### src/rtl/ctl_paddles.sv
// Per-player paddle controller: debounced up/down buttons step each paddle
// once per frame tick, with hold-to-accelerate and saturation at both stops.
module ctl_paddles #(
    parameter int N_PLY      = 2,
    parameter int POS_W      = 10,
    parameter int LO         = 5,
    parameter int HI         = 595,
    parameter int INIT       = 300,
    parameter int SPEED      = 1,
    parameter int SPEED_FAST = 4,
    parameter int ACC_TICKS  = 16,
    parameter int DB_CYC     = 250000
) (
    input  logic                     clk,
    input  logic                     rst,
    input  logic                     tick,
    input  logic [N_PLY-1:0]         btn_up,
    input  logic [N_PLY-1:0]         btn_dn,
    output logic [N_PLY*POS_W-1:0]   pos,
    output logic [N_PLY-1:0]         moving
);

    typedef enum logic [1:0] {
        IDLE,
        SLOW,
        FAST
    } state_t;

    localparam int NB     = 2 * N_PLY;
    localparam int DB_W   = $clog2(DB_CYC + 1);
    localparam int HOLD_W = $clog2(ACC_TICKS + 1);
    localparam int PW1    = POS_W + 1;

    localparam logic [POS_W:0]    LO_X   = PW1'(LO);
    localparam logic [POS_W:0]    HI_X   = PW1'(HI);
    localparam logic [POS_W:0]    SP_X   = PW1'(SPEED);
    localparam logic [POS_W:0]    SF_X   = PW1'(SPEED_FAST);
    localparam logic [POS_W-1:0]  INIT_P = POS_W'(INIT);
    localparam logic [DB_W-1:0]   DB_END = DB_W'(DB_CYC - 1);
    localparam logic [HOLD_W-1:0] ACC_H  = HOLD_W'(ACC_TICKS);

    // Buttons 0..N_PLY-1 are "up", N_PLY..2*N_PLY-1 are "down".
    logic [NB-1:0] raw;
    logic [NB-1:0] db;

    assign raw = {btn_dn, btn_up};

    function automatic logic [POS_W-1:0] step_pos(
        input logic [POS_W-1:0] cur,
        input logic             down,
        input logic             fast
    );
        logic [POS_W:0] amt;
        logic [POS_W:0] nx;
        amt = fast ? SF_X : SP_X;
        if (down) begin
            nx = {1'b0, cur} + amt;
            if (nx > HI_X) nx = HI_X;
        end else begin
            nx = {1'b0, cur} - amt;
            // Top bit set means the subtraction went below zero.
            if (nx[POS_W] || nx < LO_X) nx = LO_X;
        end
        return nx[POS_W-1:0];
    endfunction

    for (genvar b = 0; b < NB; b++) begin : g_db
        logic            s1;
        logic            s2;
        logic            q;
        logic [DB_W-1:0] cnt;

        always_ff @(posedge clk or posedge rst) begin
            if (rst) begin
                s1  <= 1'b0;
                s2  <= 1'b0;
                q   <= 1'b0;
                cnt <= '0;
            end else begin
                s1 <= raw[b];
                s2 <= s1;
                if (s2 == q) begin
                    cnt <= '0;
                end else if (cnt == DB_END) begin
                    q   <= s2;
                    cnt <= '0;
                end else begin
                    cnt <= cnt + 1'b1;
                end
            end
        end

        assign db[b] = q;
    end

    for (genvar c = 0; c < N_PLY; c++) begin : g_ch
        state_t            st;
        logic              dir_dn;
        logic [HOLD_W-1:0] hold;
        logic [POS_W-1:0]  p;
        logic              mv;
        logic              up_d;
        logic              dn_d;
        logic              any_d;

        assign up_d  = db[c] & ~db[N_PLY+c];
        assign dn_d  = db[N_PLY+c] & ~db[c];
        assign any_d = up_d | dn_d;

        always_ff @(posedge clk or posedge rst) begin
            if (rst) begin
                st     <= IDLE;
                dir_dn <= 1'b0;
                hold   <= '0;
                p      <= INIT_P;
                mv     <= 1'b0;
            end else if (tick) begin
                unique case (st)
                    IDLE: begin
                        if (any_d) begin
                            p      <= step_pos(p, dn_d, 1'b0);
                            dir_dn <= dn_d;
                            hold   <= HOLD_W'(1);
                            st     <= SLOW;
                            mv     <= 1'b1;
                        end
                    end
                    SLOW: begin
                        if (!any_d) begin
                            st   <= IDLE;
                            hold <= '0;
                            mv   <= 1'b0;
                        end else if (dn_d == dir_dn) begin
                            p    <= step_pos(p, dir_dn, 1'b0);
                            hold <= hold + 1'b1;
                            if (hold + 1'b1 == ACC_H) st <= FAST;
                        end else begin
                            p      <= step_pos(p, dn_d, 1'b0);
                            dir_dn <= dn_d;
                            hold   <= HOLD_W'(1);
                        end
                    end
                    FAST: begin
                        if (!any_d) begin
                            st   <= IDLE;
                            hold <= '0;
                            mv   <= 1'b0;
                        end else if (dn_d == dir_dn) begin
                            p <= step_pos(p, dir_dn, 1'b1);
                        end else begin
                            p      <= step_pos(p, dn_d, 1'b0);
                            dir_dn <= dn_d;
                            hold   <= HOLD_W'(1);
                            st     <= SLOW;
                        end
                    end
                    default: begin
                        st   <= IDLE;
                        hold <= '0;
                        mv   <= 1'b0;
                    end
                endcase
            end
        end

        assign pos[c*POS_W +: POS_W] = p;
        assign moving[c]             = mv;
    end

endmodule

### config.mk
export PLATFORM = sky130hd
export DESIGN_NAME = ctl_paddles
export DESIGN_NICKNAME = d
export VERILOG_FILES = /design/src/rtl/ctl_paddles.sv
export SDC_FILE = /design/constraint.sdc
export NUM_CORES = 1
export LEC_CHECK = 0
export BUFFER_PORTS_ARGS = -buffer_cell sky130_fd_sc_hd__buf_2
export CAP_MARGIN = 40
export CORE_MARGIN = 1
export CORE_UTILIZATION = 34
export DETAILED_ROUTE_END_ITERATION = 10
export SYNTH_ARGS = -nofsm -noshare
export SYNTH_HDL_FRONTEND = slang
export SYNTH_SLANG_ARGS = --single-unit
### constraint.sdc
create_clock -name clk -period 4.75 [get_ports clk]
set_input_delay 0.475 -clock clk [delete_from_list [all_inputs] [get_ports clk]]
set_output_delay 0.475 -clock clk [all_outputs]
set_load 0.02 [all_outputs]
---- Word-level counts from Yosys, hierarchy flattened ----
Cells that the tools add are included.
storage, ports and cells
  flip-flop bits (word level) ............. 122
  input bits .............................. 7
  output and inout bits ................... 22
  word-level logic and storage cells ...... 196
operators by class
  $add $sub $neg .......................... 14
  order comparisons ....................... 8
  equal/unequal tests ..................... 34
  multiplexer cells ....................... 74
  bitwise logic cells ..................... 14
  reductions and logical operators ........ 26
operators with widths
  kind                                                                           count
  10-bit two-way mux                                                             24
  18-bit two-way mux                                                             8
  18-bit by 1-bit adder with 18-bit output, second input constant                4
  18-bit equality test, second input constant                                    4
  10-bit case mux with 3 select lines                                            2
  5-bit two-way mux                                                              10
  11-bit by 10-bit > comparator with 1-bit output, second input constant         4
  11-bit by 3-bit less-than comparator with 1-bit output, second input constant  4
  5-bit case mux with 3 select lines                                             2
  5-bit AND reduction                                                            6
  2-bit two-way mux                                                              12
  10-bit by 1-bit adder with 11-bit output, second input constant                2
  10-bit by 3-bit adder with 11-bit output, second input constant                2
  10-bit by 1-bit subtractor with 11-bit output, second input constant           2
  10-bit by 3-bit subtractor with 11-bit output, second input constant           2
  2-bit != test, second input constant                                           10
  3-bit != test, second input constant                                           6
  2-bit case mux with 3 select lines                                             2
  3-bit AND reduction                                                            4
  5-bit by 1-bit adder with 5-bit output, second input constant                  2
  5-bit equality test, second input constant                                     2
  1-bit two-way mux                                                              10
  1-bit inverter                                                                 8
  1-bit case mux with 2 select lines                                             4
  other kinds (12)                                                               34

---- Logic depth before layout (Yosys ltp) ----
  word-level depth ........................ 8
  mapped depth ............................ 15
  gate-level depth less buffers ........... 12

---- Least setup slack after synthesis ----
Ideal clock, no wire load.
  path kind ............................... register to register
  start point ............................. reg g_ch[0].p[3]
  end point ............................... reg g_ch[0].p[7]
  library setup time ...................... 0.065 ns
  arrival ................................. 2.854 ns
  required time ........................... 4.685 ns
  slack ................................... 1.831 ns
  cell stages (with the launch flop) ...... 11
  buffers on the path ..................... 1
  period minus slack after synthesis ...... 2.919 ns
  cell sequence ........................... dfstp_2 -> buf_1 -> inv_1 -> ha_1 -> or3_1 -> a31oi_1 -> a31oi_1 -> nor2_1 -> a221oi_1 -> a311oi_1 -> o221a_2
between the ends
  cells in the longest elaborated chain, start to end .. 8
  elaborated cells between the ends (all ways) .. 23
  those cells by class .................... add/sub: 4; order compare: 4; mux: 13; reduce/logical: 2
ends and longest elaborated chain
  item                                                                                                                   line      RTL
  start: declaration                                                                                                     100       logic [POS_W-1:0] p;
  start signal: assignment                                                                                               121       p <= step_pos(p, dn_d, 1'b0);
  start signal: assignment                                                                                               134       p <= step_pos(p, dir_dn, 1'b0);
  start signal: assignment                                                                                               138       p <= step_pos(p, dn_d, 1'b0);
  10-bit by 1-bit subtractor with 11-bit output / 10-bit by 3-bit subtractor with 11-bit output (equally long branches)  60        nx = {1'b0, cur} - amt;
  11-bit by 3-bit less-than comparator with 1-bit output                                                                 62        if (nx[POS_W] || nx < LO_X) nx = LO_X;
  1-bit logical OR                                                                                                       62
  10-bit two-way mux                                                                                                     62
  10-bit two-way mux                                                                                                     56        if (down) begin
  10-bit two-way mux, on equally long branches                                                                           148, 133
  10-bit two-way mux, on equally long branches                                                                           144, 129
  10-bit case mux with 3 select lines *                                                                                  118       unique case (st)
Mark *: on every way between the ends. The rest lies on a longest branch, timed or not. The select of a mux whose other input is x is not followed.
A chain may end at the register's enable or synchronous reset.

---- Final worst setup path ----
  start point ............................. reg g_ch[0].p[2]
  end point ............................... reg g_ch[0].p[7]
The elaborated chain is that of the path after synthesis.

==> run metrics <==
Mapped Cells=between 1000 and 1500; global route overflow=0; Fillers=~2600; layout cells sized above 1=between 10% and 20%; clk slew on worst S/H paths=~0.060 ns; Hold Violations, Final=0; setup TNS=0 ns; CTS tree=done; DIE AREA=roughly 27000 sq um; area grow syn2layout=9.860%; CTS Buf Count=17; crit path kind=reg -> reg; relative slew slack=between 40% and 50%; CTS resizes=0; ys flop type=dfrtp_1; Max Cap Viol=0; DPL Wire Length=~15 mm; # diodes=0; Sink Count=approximately 120; core area=between 20000 and 30000 sq um; Synth Warn #=0; Post-Place Setup Slack=1.348 ns; R2R setup slack=1.27 ns; Worst Path Arrival=around 3.8 ns; Tmin final=approximately 3.5 ns; startpoint types=register; vias=about 7800; Hold Slack=about 0.16 ns; # H-tree levels=4; WL/cell=roughly 16 um; number of flops mapped to enable cells by yosys=0; fraction of registers with async set or reset after synthesis=between 90% and 100%; Final ANT Viol Nets=0; critical path endpoint category=register; Static Leak=~4.0 nW; root buffer cell=clkbuf_16; Synthesized Nets=between 1000 and 1500; Slew @ Worst Pin=roughly 0.84 ns; worst setup margin=1.266 ns; CP Max Fanout=22; Critical Path RT=5.10 ns; Seq/Total Area, Yosys=about a third; unrepaired setup endpoints after global routing=false; Post CTS Setup Buffer Count=0; Achievable Freq=approximately 290 MHz; post-synthesis cell type count=80; cell row count=58; I/O Buffers=28; period utilization=73.35%; Clock Tree Buf Depth=2; Clock Latency Late Sink=0.42 ns; Starting Density=a little over a third; vias in the first global route=7374; 1st-iter DRT viols=600; first-pass GRT wire length=between 30 and 40 mm; DR vias/cell=roughly 5.5; die width=~160 um; Nets=1100; worst hold path class=in -> reg; initial antenna violation count=0; largest net degree at the start of global routing=52; clk_skew=0.01326 ns; GRT Overall Usage=about 17%; status=complete, no violations; Tot Pwr=a little under 4 mW; power density over the cells=approximately 400 nW/um^2; Synth Register Bits=between 100 and 150; Die Ht=between 150 and 200 um; DRC errors left=0; first drt pass iteration count=6; Netlist Area Pre-Place=approximately 8800 sq um; hold buffers post-CTS=0; routability cong.=0.9225; VDD IR max=~0.22 mV; final wirelength=~22 mm; Syn Area/Cell=8.274 sq um; # setup viols final=0; I/O pin count=29; Slew Viols, Final=0
[kinds of logic after synthesis]
kind of cell / after synthesis / synth area share [%]
buffers and inverters: 98 / 4.994
and+or+nand+nor: 473 / 26.35
AOI/OAI and AO/OA: 223 / 17.12
adders and majority gates: 32 / 4.527
xor gates and xnor gates: 104 / 10.30
DFF: 122 / 34.63
muxes: 17 / 2.080
[sequential cells by signal, indices dropped and copies added (netlist names)]
register     flops
g_ch.mv          2
g_ch.hold       10
g_ch.st          4
g_db.q           4
g_db.s2          4
g_ch.p          20
g_db.s1          4
g_ch.dir_dn      2
g_db.cnt        72
[cells in the final DEF, fill, tap and decap left out, types with 7 or more instances in the layout]
| cell type | Yosys | routed |
|---|---|---|
| o31ai_1 | 7 | 7 |
| nand4_1 | 20 | 20 |
| nand3_1 | 63 | 63 |
| buf_2 | 14 | 29 |
| xor2_1 | 50 | 50 |
| dfstp_2 | 8 | 8 |
| o211ai_1 | 9 | 9 |
| nor4_1 | 10 | 10 |
| xnor2_1 | 54 | 54 |
| and3_1 | 14 | 14 |
| or3_1 | 14 | 14 |
| a21oi_1 | 47 | 47 |
| nand2_1 | 100 | 100 |
| nor4b_1 | 8 | 8 |
| or2_2 | 10 | 10 |
| a21o_1 | 7 | 7 |
| o21ai_0 | 56 | 56 |
| a211oi_1 | 12 | 12 |
| nor2_1 | 146 | 146 |
| clkbuf_16 | 0 | 17 |
| a31oi_1 | 10 | 10 |
| nor3_1 | 27 | 27 |
| mux2_2 | 11 | 11 |
| and2_1 | 7 | 7 |
| dfrtp_1 | 114 | 114 |
| nand2b_1 | 19 | 19 |
| inv_1 | 38 | 37 |
| ha_1 | 32 | 32 |
[synthesized netlist by cell type (all sizes together) (9+ instances only)]
master	instances	share of area, %
nor3	27	1.5
or3	15	1.1
a31oi	10	0.71
ha	32	4.5
xor2	50	5.0
o21ai	59	3.3
xnor2	54	5.3
nand4	21	1.6
clkbuf	28	1.2
nand2	100	4.2
mux2	11	1.4
dfrtp	114	32
buf	32	2.2
nor2	146	6.2
nand2b	20	1.5
a21oi	47	2.7
a211oi	12	1.0
nand3	63	3.6
or2	10	0.71
o31ai	9	0.98
and3	14	0.99
inv	38	1.6
nor4	10	0.71
o211ai	9	0.76
[metrics by stage]
stage                     util [%]  std cells  cell area [sq um]
after global placement       36.05       1371               9131
after CTS                    38.37       1404               9717
after floorplan                  -       1069               8845
after global routing         38.37       1404               9717
final                        38.37       1404               9717
after detailed placement     36.07       1372               9136
[critical path, stage by stage, from the launching register on]
cell and delay, ns:
dfstp_2 0.77, ha_1 0.46, nand2_1 0.14, mux2_2 0.31, o41ai_1 0.24, a31oi_1 0.25, nor2_1 0.55, a221oi_1 0.21
a311oi_1 0.28, o221a_2 0.22
[final timing paths]
kind | from | end | cells after the start
hold / removal | btn_up[0] | g_db[0].s1$_DFF_PP0_ | 1
setup / recovery | g_ch[0].p[2]$_DFFE_PP1P_ | g_ch[0].p[7]$_DFFE_PP0P_ | 9
max in group asynchronous | rst | g_db[0].cnt[13]$_DFF_PP0_ | 3
setup reg to reg | g_ch[0].p[2]$_DFFE_PP1P_ | g_ch[0].p[7]$_DFFE_PP0P_ | 9
min in group asynchronous | rst | g_db[1].cnt[2]$_DFF_PP0_ | 2
hold reg to reg | g_db[0].s1$_DFF_PP0_ | g_db[0].s2$_DFF_PP0_ | 0
[report_power, final]
| group | switching [mW] | total, mW | internal [mW] |
|---|---|---|---|
| combinational | 0.802 | 1.30 | 0.496 |
| clock | 0.539 | 1.28 | 0.742 |
| sequential | 0.212 | 1.33 | 1.12 |
| total | 1.55 | 3.91 | 2.35 |
[area by class of cell]
class,count,area [sq um],area share [%]
multi-input cells,849,5340,54.96
flip-flops and latches,122,3063,31.52
well taps,330,412.9,4.249
clock buffers,17,425.4,4.378
repair buffers,33,175.2,1.803
clock inverters,15,155.1,1.597
inverters,38,145.1,1.494
[metal layers]
layer	up-vias	track usage [%]	wire (um)
li1	3799	-	-
met1	3726	23.89	10200
met2	222	27.02	10080
met3	23	3.225	1253
met4	0	5.438	307
met5	-	0	0
Power figures use the tool's default switching activity.
